### config.mk
export PLATFORM = sky130hd
export DESIGN_NAME = alu_pipe_flat
export DESIGN_NICKNAME = d
export VERILOG_FILES = /design/src/rtl/alu_pipe_if.sv /design/src/rtl/alu_pipe.sv /design/src/flat_wrapper.sv
export SDC_FILE = /design/constraint.sdc
export NUM_CORES = 1
export LEC_CHECK = 0
export CORE_ASPECT_RATIO = 1.25
export CORE_MARGIN = 1
export CORE_UTILIZATION = 40
export CTS_BUF_LIST = sky130_fd_sc_hd__clkbuf_8
export CTS_CLUSTER_SIZE = 25
export DETAILED_ROUTE_END_ITERATION = 8
export SETUP_SLACK_MARGIN = 0.15
export SYNTH_ARGS = -nofsm -noshare
export SYNTH_HDL_FRONTEND = slang
export SYNTH_SLANG_ARGS = --single-unit
### constraint.sdc
create_clock -name clk -period 3.05 [get_ports clk]
set_input_delay 0.61 -clock clk [delete_from_list [all_inputs] [get_ports clk]]
set_output_delay 0.61 -clock clk [all_outputs]
set_load 0.02 [all_outputs]
### src/rtl/alu_pipe_if.sv
// Handshake and operand/result bundle for alu_pipe: the producer drives
// the request side and the consumer ready, the ALU drives everything else.
interface alu_pipe_if #(
  parameter int WIDTH = 32,
  parameter int TAG_W = 4
);
  logic             in_valid;
  logic             in_ready;
  logic [WIDTH-1:0] a;
  logic [WIDTH-1:0] b;
  logic [2:0]       op;
  logic [TAG_W-1:0] in_tag;
  logic             out_valid;
  logic             out_ready;
  logic [WIDTH-1:0] result;
  logic [TAG_W-1:0] out_tag;
  logic             carry_out;
  logic             overflow;
  logic             zero;

  modport master (
    output in_valid, a, b, op, in_tag, out_ready,
    input  in_ready, out_valid, result, out_tag, carry_out, overflow, zero
  );

  modport slave (
    input  in_valid, a, b, op, in_tag, out_ready,
    output in_ready, out_valid, result, out_tag, carry_out, overflow, zero
  );
endinterface

### src/rtl/alu_pipe.sv
// Two-stage N-bit ALU (AND/OR/ADD/SUB/SLT) with a group carry-lookahead adder.
// Optional: define ALU_SAT_EN to saturate ADD/SUB on signed overflow.
module alu_pipe #(
  parameter int WIDTH = 32,
  parameter int GROUP = 4,
  parameter int TAG_W = 4
) (
  input  logic      clk,
  input  logic      rst_n,
  alu_pipe_if.slave bus
);

  localparam int NG  = WIDTH / GROUP;
  localparam int MSB = WIDTH - 1;

  logic             in_ready_s;
  logic             s2_ld_s;
  logic [WIDTH-1:0] bb_s;
  logic [NG-1:0]    g_s;
  logic [NG-1:0]    p_s;
  logic [WIDTH-1:0] sum0_s;
  logic [WIDTH-1:0] sum1_s;

  logic             s1_valid_r;
  logic [WIDTH-1:0] s1_a_r;
  logic [WIDTH-1:0] s1_bb_r;
  logic             s1_cin_r;
  logic [1:0]       s1_op_r;
  logic [TAG_W-1:0] s1_tag_r;
  logic [NG-1:0]    s1_g_r;
  logic [NG-1:0]    s1_p_r;
  logic [WIDTH-1:0] s1_sum0_r;
  logic [WIDTH-1:0] s1_sum1_r;

  logic [NG:0]      c_s;
  logic             acc_s;
  logic             pp_s;
  logic [WIDTH-1:0] sum_s;
  logic             ovf_s;
  logic             set_s;
  logic [WIDTH-1:0] res_s;
  logic             zero_s;

  logic             s2_valid_r;
  logic [WIDTH-1:0] result_r;
  logic [TAG_W-1:0] tag_r;
  logic             carry_r;
  logic             ovf_r;
  logic             zero_r;

  // A full pipeline can still accept when the consumer drains this cycle
  assign in_ready_s = !s1_valid_r || !s2_valid_r || bus.out_ready;
  assign s2_ld_s    = !s2_valid_r || bus.out_ready;

  // Stage 1: per-group generate/propagate and both speculative group sums
  always_comb begin
    bb_s   = bus.op[2] ? ~bus.b : bus.b;
    g_s    = '0;
    p_s    = '0;
    sum0_s = '0;
    sum1_s = '0;
    for (int i = 0; i < NG; i++) begin
      {g_s[i], sum0_s[i*GROUP +: GROUP]} = {1'b0, bus.a[i*GROUP +: GROUP]}
                                         + {1'b0, bb_s[i*GROUP +: GROUP]};
      sum1_s[i*GROUP +: GROUP] = bus.a[i*GROUP +: GROUP] + bb_s[i*GROUP +: GROUP]
                               + {{(GROUP-1){1'b0}}, 1'b1};
      p_s[i] = &(bus.a[i*GROUP +: GROUP] ^ bb_s[i*GROUP +: GROUP]);
    end
  end

  // Stage 1 register
  always_ff @(posedge clk or negedge rst_n) begin
    if (!rst_n) begin
      s1_valid_r <= 1'b0;
      s1_a_r     <= '0;
      s1_bb_r    <= '0;
      s1_cin_r   <= 1'b0;
      s1_op_r    <= 2'b00;
      s1_tag_r   <= '0;
      s1_g_r     <= '0;
      s1_p_r     <= '0;
      s1_sum0_r  <= '0;
      s1_sum1_r  <= '0;
    end else if (in_ready_s) begin
      s1_valid_r <= bus.in_valid;
      if (bus.in_valid) begin
        s1_a_r    <= bus.a;
        s1_bb_r   <= bb_s;
        s1_cin_r  <= bus.op[2];
        s1_op_r   <= bus.op[1:0];
        s1_tag_r  <= bus.in_tag;
        s1_g_r    <= g_s;
        s1_p_r    <= p_s;
        s1_sum0_r <= sum0_s;
        s1_sum1_r <= sum1_s;
      end
    end
  end

  // Stage 2: flat lookahead, each group carry is a direct OR of G/P products
  always_comb begin
    c_s    = '0;
    acc_s  = 1'b0;
    pp_s   = 1'b0;
    c_s[0] = s1_cin_r;
    for (int i = 0; i < NG; i++) begin
      acc_s = s1_g_r[i];
      pp_s  = s1_p_r[i];
      for (int j = i - 1; j >= 0; j--) begin
        acc_s = acc_s | (pp_s & s1_g_r[j]);
        pp_s  = pp_s & s1_p_r[j];
      end
      c_s[i+1] = acc_s | (pp_s & s1_cin_r);
    end
  end

  // Stage 2: group sum select, flags and final op mux
  always_comb begin
    sum_s = '0;
    for (int i = 0; i < NG; i++) begin
      sum_s[i*GROUP +: GROUP] = c_s[i] ? s1_sum1_r[i*GROUP +: GROUP]
                                       : s1_sum0_r[i*GROUP +: GROUP];
    end
    ovf_s = (s1_a_r[MSB] == s1_bb_r[MSB]) && (sum_s[MSB] != s1_a_r[MSB]);
    set_s = sum_s[MSB] ^ ovf_s;
    case (s1_op_r)
      2'b00: res_s = s1_a_r & s1_bb_r;
      2'b01: res_s = s1_a_r | s1_bb_r;
      2'b10: begin
`ifdef ALU_SAT_EN
        // Overflow direction follows the operand sign (both operands agree)
        if (ovf_s) begin
          res_s = s1_a_r[MSB] ? {1'b1, {MSB{1'b0}}} : {1'b0, {MSB{1'b1}}};
        end else begin
          res_s = sum_s;
        end
`else
        res_s = sum_s;
`endif
      end
      2'b11:   res_s = {{MSB{1'b0}}, set_s};
      default: res_s = '0;
    endcase
    zero_s = (res_s == {WIDTH{1'b0}});
  end

  // Stage 2 register: data moves only when stage 1 holds a real operation
  always_ff @(posedge clk or negedge rst_n) begin
    if (!rst_n) begin
      s2_valid_r <= 1'b0;
      result_r   <= '0;
      tag_r      <= '0;
      carry_r    <= 1'b0;
      ovf_r      <= 1'b0;
      zero_r     <= 1'b0;
    end else if (s2_ld_s) begin
      s2_valid_r <= s1_valid_r;
      if (s1_valid_r) begin
        result_r <= res_s;
        tag_r    <= s1_tag_r;
        carry_r  <= c_s[NG];
        ovf_r    <= ovf_s;
        zero_r   <= zero_s;
      end
    end
  end

  assign bus.in_ready  = in_ready_s;
  assign bus.out_valid = s2_valid_r;
  assign bus.result    = result_r;
  assign bus.out_tag   = tag_r;
  assign bus.carry_out = carry_r;
  assign bus.overflow  = ovf_r;
  assign bus.zero      = zero_r;

endmodule

### src/flat_wrapper.sv
// flat-port wrapper written by rule: the top's interface ports become plain ports
module alu_pipe_flat 
#(
  parameter int WIDTH = 32,
  parameter int GROUP = 4,
  parameter int TAG_W = 4
)
  (clk, rst_n, bus_in_valid, bus_a, bus_b, bus_op, bus_in_tag, bus_out_ready, bus_in_ready, bus_out_valid, bus_result, bus_out_tag, bus_carry_out, bus_overflow, bus_zero);
  alu_pipe_if #(.WIDTH(WIDTH), .TAG_W(TAG_W)) bus_i ();
  input  logic clk;
  input  logic rst_n;
  input wire logic [$bits(bus_i.in_valid)-1:0] bus_in_valid;
  input wire logic [$bits(bus_i.a)-1:0] bus_a;
  input wire logic [$bits(bus_i.b)-1:0] bus_b;
  input wire logic [$bits(bus_i.op)-1:0] bus_op;
  input wire logic [$bits(bus_i.in_tag)-1:0] bus_in_tag;
  input wire logic [$bits(bus_i.out_ready)-1:0] bus_out_ready;
  output wire logic [$bits(bus_i.in_ready)-1:0] bus_in_ready;
  output wire logic [$bits(bus_i.out_valid)-1:0] bus_out_valid;
  output wire logic [$bits(bus_i.result)-1:0] bus_result;
  output wire logic [$bits(bus_i.out_tag)-1:0] bus_out_tag;
  output wire logic [$bits(bus_i.carry_out)-1:0] bus_carry_out;
  output wire logic [$bits(bus_i.overflow)-1:0] bus_overflow;
  output wire logic [$bits(bus_i.zero)-1:0] bus_zero;
  assign bus_i.in_valid = bus_in_valid;
  assign bus_i.a = bus_a;
  assign bus_i.b = bus_b;
  assign bus_i.op = bus_op;
  assign bus_i.in_tag = bus_in_tag;
  assign bus_i.out_ready = bus_out_ready;
  assign bus_in_ready = bus_i.in_ready;
  assign bus_out_valid = bus_i.out_valid;
  assign bus_result = bus_i.result;
  assign bus_out_tag = bus_i.out_tag;
  assign bus_carry_out = bus_i.carry_out;
  assign bus_overflow = bus_i.overflow;
  assign bus_zero = bus_i.zero;
  alu_pipe #(.WIDTH(WIDTH), .GROUP(GROUP), .TAG_W(TAG_W)) u_core (.clk(clk), .rst_n(rst_n), .bus(bus_i));
endmodule
==> insert_results.sql, run 1 <==
INSERT INTO impl_metrics (metric_group, metric, value, unit) VALUES
('outcome', 'run_status', 'complete, no violations', ''),
('global_route', 'grt_max_degree', '79', ''),
('floorplan', 'row_count', '65', ''),
('drt', 'drt-wirelength-per-cell', '16.28', 'um'),
('worst_setup_path', 'r2r_setup_slack', '0.34', 'ns'),
('place', 'placedInstanceArea', '0.01188', 'sq mm'),
('layout', 'fin_cells', '1549', ''),
('layout', 'final_core_utilization', '49.00', '%'),
('floorplan', 'horizontal_extent_of_the_die', '144.9', 'um'),
('sta', 'setup_slack', '0.3380', 'ns'),
('sta', 'min_period', '2.712', 'ns'),
('worst_setup_path', 'start_kind', 'flip-flop', ''),
('layout', 'post_route_cells_drive_above_1_share', '8.237', '%'),
('drt', 'viasPerCell', '5.041', ''),
('floorplan', 'die_span_y', '180.6', 'um'),
('global_route', 'antenna_found_initial', '0', ''),
('worst_setup_path', 'cp_num_buf_inv', '1', ''),
('worst_setup_path', 'critical_path_class', 'flip-flop to flip-flop', ''),
('worst_setup_path', 'timing.critical_path.cells', 'a21o_4 > a41oi_4 > a21oi_1 > a311o_1 > nor4_1 > buf_4 > nand4_1 > nor4_1 > a32o_1', ''),
('power', 'irDropWorstVdd', '0.4167', 'mV'),
('floorplan', 'initial_core_util', '40.61', '%'),
('logic_synthesis', 'synth_seq_area_share', '47.08', '%'),
('run', 'max-cap-violations', '0', ''),
('sta', 'worst_clock_skew', '0.02253', 'ns'),
('floorplan', 'ioPinCount', '116', ''),
('worst_setup_path', 'worst_path_most_repeated_cell', 'sky130_fd_sc_hd__nor4_1', ''),
('layout', 'total_number_of_nets_in_the_final_design', '1334', ''),
('place', 'io_buffer_count', '115', ''),
('drt', 'detailed_routing_iterations_pass_1', '5', ''),
('worst_setup_path', 'critPathRequiredTime', '3.47', 'ns'),
('worst_setup_path', 'critical-path-top-delay-family', 'compound AO/OA/AOI/OAI gates', ''),
('worst_setup_path', 'crit_path_end', 'u_core.bus.zero', ''),
('layout', 'layout.cells.most_common', 'sky130_fd_sc_hd__nand2_1', ''),
('layout', 'multi_input_area', '0.004997', 'sq mm'),
('sta', 'worst_max_slew_margin_expressed_relative_to_the_limit', '41.76', '%'),
('worst_setup_path', 'cp-end-kind', 'flip-flop', ''),
('layout', 'antenna-diode-count', '0', ''),
('sta', 'timing_max_transition_violations_final', '0', ''),
('floorplan', 'die_area', '0.02616', 'sq mm'),
('clock_tree', 'clkLatencyLatePin', '0.48', 'ns'),
('logic_synthesis', 'syn-instance-count', '1102', ''),
('logic_synthesis', 'synthArstFlopShare', '100.0', '%'),
('sta', 'finalHoldViolCount', '0', ''),
('logic_synthesis', 'syn_avg_cell_area', '9.260', 'sq um'),
('layout', 'fillCellCount', '2383', ''),
('global_route', 'globalRouteTotalUtil', '20.77', '%'),
('global_route', 'gr-total-overflow', '0', ''),
('drt', 'remaining_drc_errors', '0', ''),
('sta', 'worst_pin_slew', '0.8719', 'ns'),
('floorplan', 'core', '0.02513', 'sq mm'),
('sta', 'final_setup_violating_endpoints', '0', ''),
('layout', 'synth_to_layout_area_growth', '20.67', '%'),
('logic_synthesis', 'synth.distinct_cells', '49', ''),
('worst_setup_path', 'critical-path-max-stage-delay', '0.43', 'ns'),
('worst_setup_path', 'critical_path_arrival', '3.14', 'ns'),
('logic_synthesis', 'synth.cell_area', '0.01020', 'sq mm'),
('worst_setup_path', 'crit_path_top_delay_cell', 'sky130_fd_sc_hd__dfrtp_1', ''),
('clock_tree', 'cts.sink_count', '192', ''),
('power', 'power.static_leakage', '5.605', 'nW'),
('worst_setup_path', 'path_depth', '9', ''),
('worst_setup_path', 'path_max_fanout', '7', ''),
('clock_tree', 'clock_edge_transition_at_the_registers_on_the_reported_setup_and_hold_paths', '0.10', 'ns'),
('clock_tree', 'cts_max_path_buffers', '2', ''),
('worst_setup_path', 'critical_path.reg2reg.startpoint', 'u_core.s1_cin_r', ''),
('drt', 'wirelength', '25220', 'um'),
('clock_tree', 'clock_tree.htree_level_count', '4', ''),
('sta', 'final_critical_path_share_of_the_clock_period', '88.92', '%'),
('worst_setup_path', 'ff2ff_path_depth', '9', ''),
('sta', 'setup-tns-final', '0', 'ns'),
('drt', 'final_antenna_net_count', '0', ''),
('place', 'gp_weighted_congestion', '0.8337', '');
==> cell type report <==
type / count / area share (%)
sequential: 192 / 39.02
tap: 335 / 3.404
clock inverter: 15 / 1.605
clock buffer: 17 / 1.900
multi-input combinational: 803 / 40.58
inverter: 41 / 1.250
timing repair buffer: 146 / 12.24
==> metal layers <==
| metal | global-route usage [%] | up-vias | share of wire (%) |
|---|---|---|---|
| met2 | 34.85 | 123 | 50 |
| met5 | 0 | - | 0 |
| met3 | 2.737 | 19 | 2.5 |
| met4 | 5.516 | 0 | 1.3 |
| li1 | - | 3904 | - |
| met1 | 27.95 | 3763 | 47 |
==> synthesized netlist by cell type (2+ instances only) <==
cell type | instances | share of area, %
sky130_fd_sc_hd__a221oi_1 | 2 | 0.17
sky130_fd_sc_hd__xor2_1 | 26 | 2.2
sky130_fd_sc_hd__fa_1 | 16 | 3.1
sky130_fd_sc_hd__xnor2_1 | 39 | 3.3
sky130_fd_sc_hd__nand3_1 | 8 | 0.39
sky130_fd_sc_hd__a21o_1 | 13 | 0.96
sky130_fd_sc_hd__nand2_1 | 265 | 9.7
sky130_fd_sc_hd__ha_1 | 42 | 5.1
sky130_fd_sc_hd__o21a_1 | 4 | 0.29
sky130_fd_sc_hd__mux2i_1 | 19 | 1.9
sky130_fd_sc_hd__o31ai_1 | 3 | 0.22
sky130_fd_sc_hd__and2_1 | 4 | 0.25
sky130_fd_sc_hd__mux2_2 | 26 | 2.9
sky130_fd_sc_hd__nand2b_1 | 3 | 0.18
sky130_fd_sc_hd__o21ai_0 | 122 | 6.0
sky130_fd_sc_hd__clkbuf_1 | 59 | 2.2
sky130_fd_sc_hd__inv_1 | 41 | 1.5
sky130_fd_sc_hd__a311o_1 | 7 | 0.69
sky130_fd_sc_hd__maj3_1 | 10 | 0.98
sky130_fd_sc_hd__dfrtp_1 | 192 | 47
sky130_fd_sc_hd__buf_1 | 4 | 0.15
sky130_fd_sc_hd__nor2_1 | 67 | 2.5
sky130_fd_sc_hd__nand4_1 | 11 | 0.67
sky130_fd_sc_hd__o211ai_1 | 2 | 0.15
sky130_fd_sc_hd__nor4_1 | 13 | 0.80
sky130_fd_sc_hd__nor2b_1 | 2 | 0.12
sky130_fd_sc_hd__a21oi_1 | 66 | 3.2
sky130_fd_sc_hd__buf_6 | 2 | 0.22
sky130_fd_sc_hd__o32ai_1 | 10 | 0.86
sky130_fd_sc_hd__nor3_1 | 5 | 0.25
==> state kept, by name, summed over array words and instances (netlist names) <==
name	count
u_core.s1_valid_r	1
u_core.s1_sum1_r	32
u_core.bus.carry_out	1
u_core.s1_sum0_r	32
u_core.s1_cin_r	1
u_core.bus.out_valid	1
u_core.s1_g_r	8
u_core.bus.result	32
u_core.bus.zero	1
u_core.s1_p_r	8
u_core.s1_a_r	32
u_core.s1_op_r	2
u_core.s1_bb_r	32
u_core.bus.out_tag	4
u_core.bus.overflow	1
u_core.s1_tag_r	4
==> power breakdown <==
part	switching (mW)	leakage, nW	internal [mW]
logic	1.36	3.03	1.16
registers	0.377	2.36	3.09
clock network	1.00	0.216	0.840
total	2.73	5.60	5.09
==> worst min-delay path by stage <==
stage | start | slack (ns) | endpoint
global placement | u_core.s1_a_r[18] | 0.45 | u_core.s1_a_r[18]
floorplan | rst_n | 0.31 | u_core.bus.carry_out
CTS | rst_n | 0.16 | u_core.s1_tag_r[0]
finish | rst_n | 0.15 | u_core.bus.out_tag[0]
detailed placement | u_core.s1_tag_r[3] | 0.46 | u_core.s1_tag_r[3]
global route | rst_n | 0.19 | u_core.s1_tag_r[0]
==> kinds of logic after synthesis <==
kind of cell / after synthesis / synth area share [%]
AO/OA/AOI/OAI: 243 / 14.04
XOR/XNOR: 65 / 5.579
adder cells (fa/ha/maj): 69 / 9.380
buffers and inverters: 107 / 4.095
flip-flops: 192 / 47.08
multiplexers: 45 / 4.733
AND/OR/NAND/NOR: 381 / 15.09
==> what timing repair did <==
| action | 4_1_cts | 5_1_grt |
|---|---|---|
| gates resized for setup | 0 | 1 |
| setup endpoints to repair | 0 | 1 |
| hold buffers | 0 | 0 |
Note: power is estimated with default switching activity, not from simulation.
==> run 2, diff against run 1 <==
SLEW_MARGIN = 20   (was not set)
==> results of run 2 <==
The final DEF is identical to that of run 1; final timing and power are the same.
==> run 3, diff against run 2 <==
HOLD_SLACK_MARGIN = 0.1   (was not set)
SLEW_MARGIN = not set   (was 20)
==> results of run 3 <==
The final DEF is identical to that of run 1; final timing and power are the same.
==> RTL edit 1, RTL diff (flow settings as in run 2) <==
Reset style: synchronous (`rst_n`), changed in 2 clocked blocks.
--- a/src/rtl/alu_pipe.sv
+++ b/src/rtl/alu_pipe.sv
@@ -71,3 +71,3 @@
   // Stage 1 register
-  always_ff @(posedge clk or negedge rst_n) begin
+  always_ff @(posedge clk) begin
     if (!rst_n) begin
@@ -147,3 +147,3 @@
   // Stage 2 register: data moves only when stage 1 holds a real operation
-  always_ff @(posedge clk or negedge rst_n) begin
+  always_ff @(posedge clk) begin
     if (!rst_n) begin
Formal check against the unedited RTL: differs if rst_n is asserted again (counterexample within 4 cycles, from zero or initial values and one cycle with rst_n low); with rst_n held inactive, the same outputs for 4 cycles.
==> RTL edit 1 against run 2 <==
  * Cell count increased by 8.3%
  * Core utilization increased by 0.54 points
  * Setup slack lost 31 ps
  * Total power fell by 22%
  * Non-clock buffer count grew 21
  * Area after synthesis fell by 2.7%
  * Routed wire length grew 7.4%
  * Cell area down 1.7%
  * Sequential cell count unchanged
  * Clock power down 4%
  * Critical path depth is 1 lower
  * Global-route usage is 1.2 points higher
  * First-iteration DRC count rose by 20%
==> RTL edit 1: results (changes against run 2) <==
status - complete, no violations
metal3 WL - 1010 um (+60%)
Post-Route Skew - 10.7 ps (-11.9 ps)
synth cell count leaders - nand2_1 (195), dfxtp_1 (192), a21oi_1 (168)
Post-DP HPWL - 20000 um (+9.7%)
vias in the first global route - 8118 (+3.5%)
Netlist cell types - 57 (+16%)
worst reg2reg path endpoint - u_core.bus.zero
Pre-antenna DRT Iters - 7 (+2)
Fill cells - 2457 (+3.1%)
Slowest-stage cell, CP - or4_1
Tightest Pin Transition - 726 ps (-146 ps)
XOR/XNOR Fraction of Synth Area - 5.73% (+0.15 points)
delay-heaviest family, CP - simple AND/OR/NAND/NOR gates
largest net degree at the start of global routing - 50 (-37%)
synth top area cells - dfxtp_1 (39%), a21oi_1 (8.5%), nand2_1 (7.4%)
first-pass GRT wire length - 43200 um (+4.1%)
Nets - 1468 (+10%)
hold slack - 455 ps (+303 ps)
fraction of layout cells with a size suffix above 1 - 7.42% (-0.82 points)
Seq/Total Area, Yosys - 38.7% (-8.4 points)
routed len/inst - 16.1 um (-0.84%)
post-synthesis mux area share - 2.47% (-2.3 points)
FF-to-FF path depth - 8 (-1)
crit path launch - u_core.s1_op_r[0]
DR WL met2 - 12700 um (+1.5%)
ys flop type - dfxtp_1
1st-iter DRT viols - 498 (+20%)
CP Data Arrival Time - 3150 ps (about the same)
leak pwr - 4.83 nW (-14%)
maximum VDD drop - 302 uV (-28%)
pre-CTS setup slack - 103 ps (+3.65 ps)
CP max FO - 13 (+6)
Post-Synthesis Net Count - 1374 (+11%)
vias per cell - 5.26 (+4.3%)
Synth Area in Compound Gates - 19.6% (+5.6 points)
worst min path class - reg -> reg
-- RTL edit 1: cell types whose count changed in the layout (fill, tap and decap cells not counted), sizes merged, moves of 12 or more --
cell	before	now
dfxtp	0	192
a21o	14	28
nand2	265	195
mux2	26	4
a21oi	66	168
nor4	13	1
buf	32	53
nor2	67	151
a211oi	1	53
o21ai	123	31
dfrtp	192	0
nor3	5	29
-- RTL edit 1: layer usage --
metal,track usage [%],up-vias
li1,-,4423
met1,30.1,4172
met2,35.4,191
met3,2.50,34
met4,7.84,0
met5,0,-
-- RTL edit 1: area by class of cell --
type	count	area [sq um]	share of cell area, %
repair buffers	167	1660	13.7
inverters	50	190	1.57
flip-flops and latches	192	3840	31.8
clock inverters	11	128	1.05
clock buffers	21	289	2.39
well taps	330	413	3.41
multi-input cells	907	5570	46.1
-- RTL edit 1: stage by stage --
stage | utilization [%] | instances | instance area [sq um]
global route | 49.5 | 1678 | 12100
floorplan | - | 1241 | 9930
global placement | 47.8 | 1646 | 11700
detailed placement | 47.8 | 1646 | 11700
finish | 49.5 | 1678 | 12100
CTS | 49.5 | 1678 | 12100
-- RTL edit 1: where the power goes --
| group | internal, mW | switching (mW) |
|---|---|---|
| combinational | 0.674 | 0.799 |
| sequential | 2.71 | 0.135 |
| clock | 0.825 | 0.945 |
-- RTL edit 1: worst register-to-register path: cells and delay by family, from the launching register on --
family / cells / cell delay (ps)
flops: 1 / 430
simple gates: 6 / 1740
compound gates: 1 / 130
fa+ha+maj: 1 / 380
-- RTL edit 1: timing repair --
item / in CTS / in global routing
resized for setup: 0 / 2
hold endpoints to repair: 0 / 0
setup endpoints to repair: 0 / 1
==> RTL edit 2, RTL diff (config.mk and constraints of run 2) <==
Made on the original files. Add a define of `ALU_SAT_EN`.
--- a/src/rtl/alu_pipe.sv
+++ b/src/rtl/alu_pipe.sv
@@ -2,2 +2,4 @@
 // Optional: define ALU_SAT_EN to saturate ADD/SUB on signed overflow.
+`define ALU_SAT_EN
+
 module alu_pipe #(
Formal check against the unedited RTL: not equivalent (Yosys sat finds a counterexample within 4 cycles, from zero or initial values and one cycle with rst_n low).
==> RTL edit 2 against run 2 <==
  * Routed wire length up 6.0%
  * Global-route usage rose by 0.32 points
  * Combinational power increased by 12%
  * Setup slack worse by 75 ps
  * Core utilization is 0.26 points higher
  * Area after synthesis is 2.7% higher
  * Sequential cell count unchanged
  * Count of clock-buffer cells in the layout is the same
  * Total power up 3.0%
  * Clock power down 2%
  * Cell area up 1.8%
  * Largest cell class unchanged
  * Largest power group unchanged
==> RTL edit 2: results (changes against run 2) <==
status - complete, no violations
1st-iter DRT viols - 383 (-7.5%)
Fill cells - 2435 (+2.2%)
routed len/inst - 16.8 um (+3.2%)
synth top area cells - dfrtp_1 (46%), nand2_1 (10%), o21ai_0 (5.9%)
Reg power frac - 42.7% (-1.6 points)
delay-heaviest family, CP - compound AO/OA/AOI/OAI gates
fraction of layout cells with a size suffix above 1 - 7.56% (-0.67 points)
H-tree levels - 4 (unchanged)
GP Congestion - 0.913 (+9.5%)
Seq/Total Area, Yosys - 45.8% (-1.2 points)
synth cell count leaders - nand2_1 (287), dfrtp_1 (192), o21ai_0 (123)
All-Layer GR Usage - 21.1% (+0.32 points)
hold slack - 114 ps (-38.4 ps)
crit path launch - u_core.s1_p_r[2]
Util after Layout - 49.3% (+0.26 points)
Cells after DPL - 1559 (+2.8%)
Ant. Diodes - 0 (unchanged)
Tightest Pin Transition - 729 ps (-143 ps)
Netlist cell types - 60 (+22%)
FF-to-FF path depth - 9 (unchanged)
initial antenna violation count - 1 (+1)
Area after DPL - 0.0121 sq mm (+2.0%)
Post-Synthesis Net Count - 1275 (+3.2%)
vias per cell - 5.04 (about the same)
Post-DP HPWL - 20400 um (+11%)
Int Pwr - 5.14 mW (+0.88%)
Pre-antenna DRT Iters - 7 (+2)
Comb group - 2.81 mW (+12%)
maximum VDD drop - 319 uV (-23%)
Nets - 1376 (+3.1%)
CP max FO - 13 (+6)
Post-Route Skew - 13.4 ps (-9.13 ps)
largest net degree at the start of global routing - 89 (+13%)
post-CTS sizing - 0 (unchanged)
Slowest-stage cell, CP - a221o_2
CP peak stage delay - 450 ps (+20 ps)
leak pwr - 5.74 nW (+2.4%)
Post-CTS Setup Inserts - 0 (unchanged)
Yosys Warn Count - 0 (unchanged)
Clock Latency Late Sink - 480 ps (about the same)
pre-CTS setup slack - 286 ps (+187 ps)
Mean Syn Cell Area - 9.18 sq um (-0.89%)
vias in the first global route - 7892 (+0.65%)
Final Routed Wirelength - 26700 um (+6.0%)
first-pass GRT wire length - 43200 um (+4.0%)
Final WS setup - 263 ps (-75.3 ps)
IO Port Bufs - 115 (unchanged)
==> RTL edit 2: cell families after synthesis <==
| logic type | share of synthesized area [%] |
|---|---|
| XOR/XNOR | 5.43 |
| buffers and inverters | 4.35 |
| adder cells (fa/ha/maj) | 10.4 |
| AND/OR/NAND/NOR | 15.9 |
| flip-flops | 45.8 |
| multiplexers | 3.99 |
| AO/OA/AOI/OAI | 14.1 |
==> RTL edit 2: cell type report <==
| cell class | instances | area share, % |
|---|---|---|
| Inverter | 42 | 1.26 |
| Sequential cell | 192 | 38.3 |
| Clock inverter | 15 | 1.48 |
| Multi-Input combinational cell | 840 | 41.7 |
| Tap cell | 335 | 3.34 |
| Clock buffer | 17 | 1.87 |
| Timing Repair Buffer | 150 | 12.0 |
==> RTL edit 2: routing by layer <==
metal | vias up | wire (um) | global-route usage, %
met5 | - | 0 | 0
met1 | 3770 | 12400 | 29.0
met2 | 195 | 12600 | 33.6
met4 | 0 | 522 | 7.04
met3 | 34 | 1210 | 3.61
li1 | 4026 | - | -
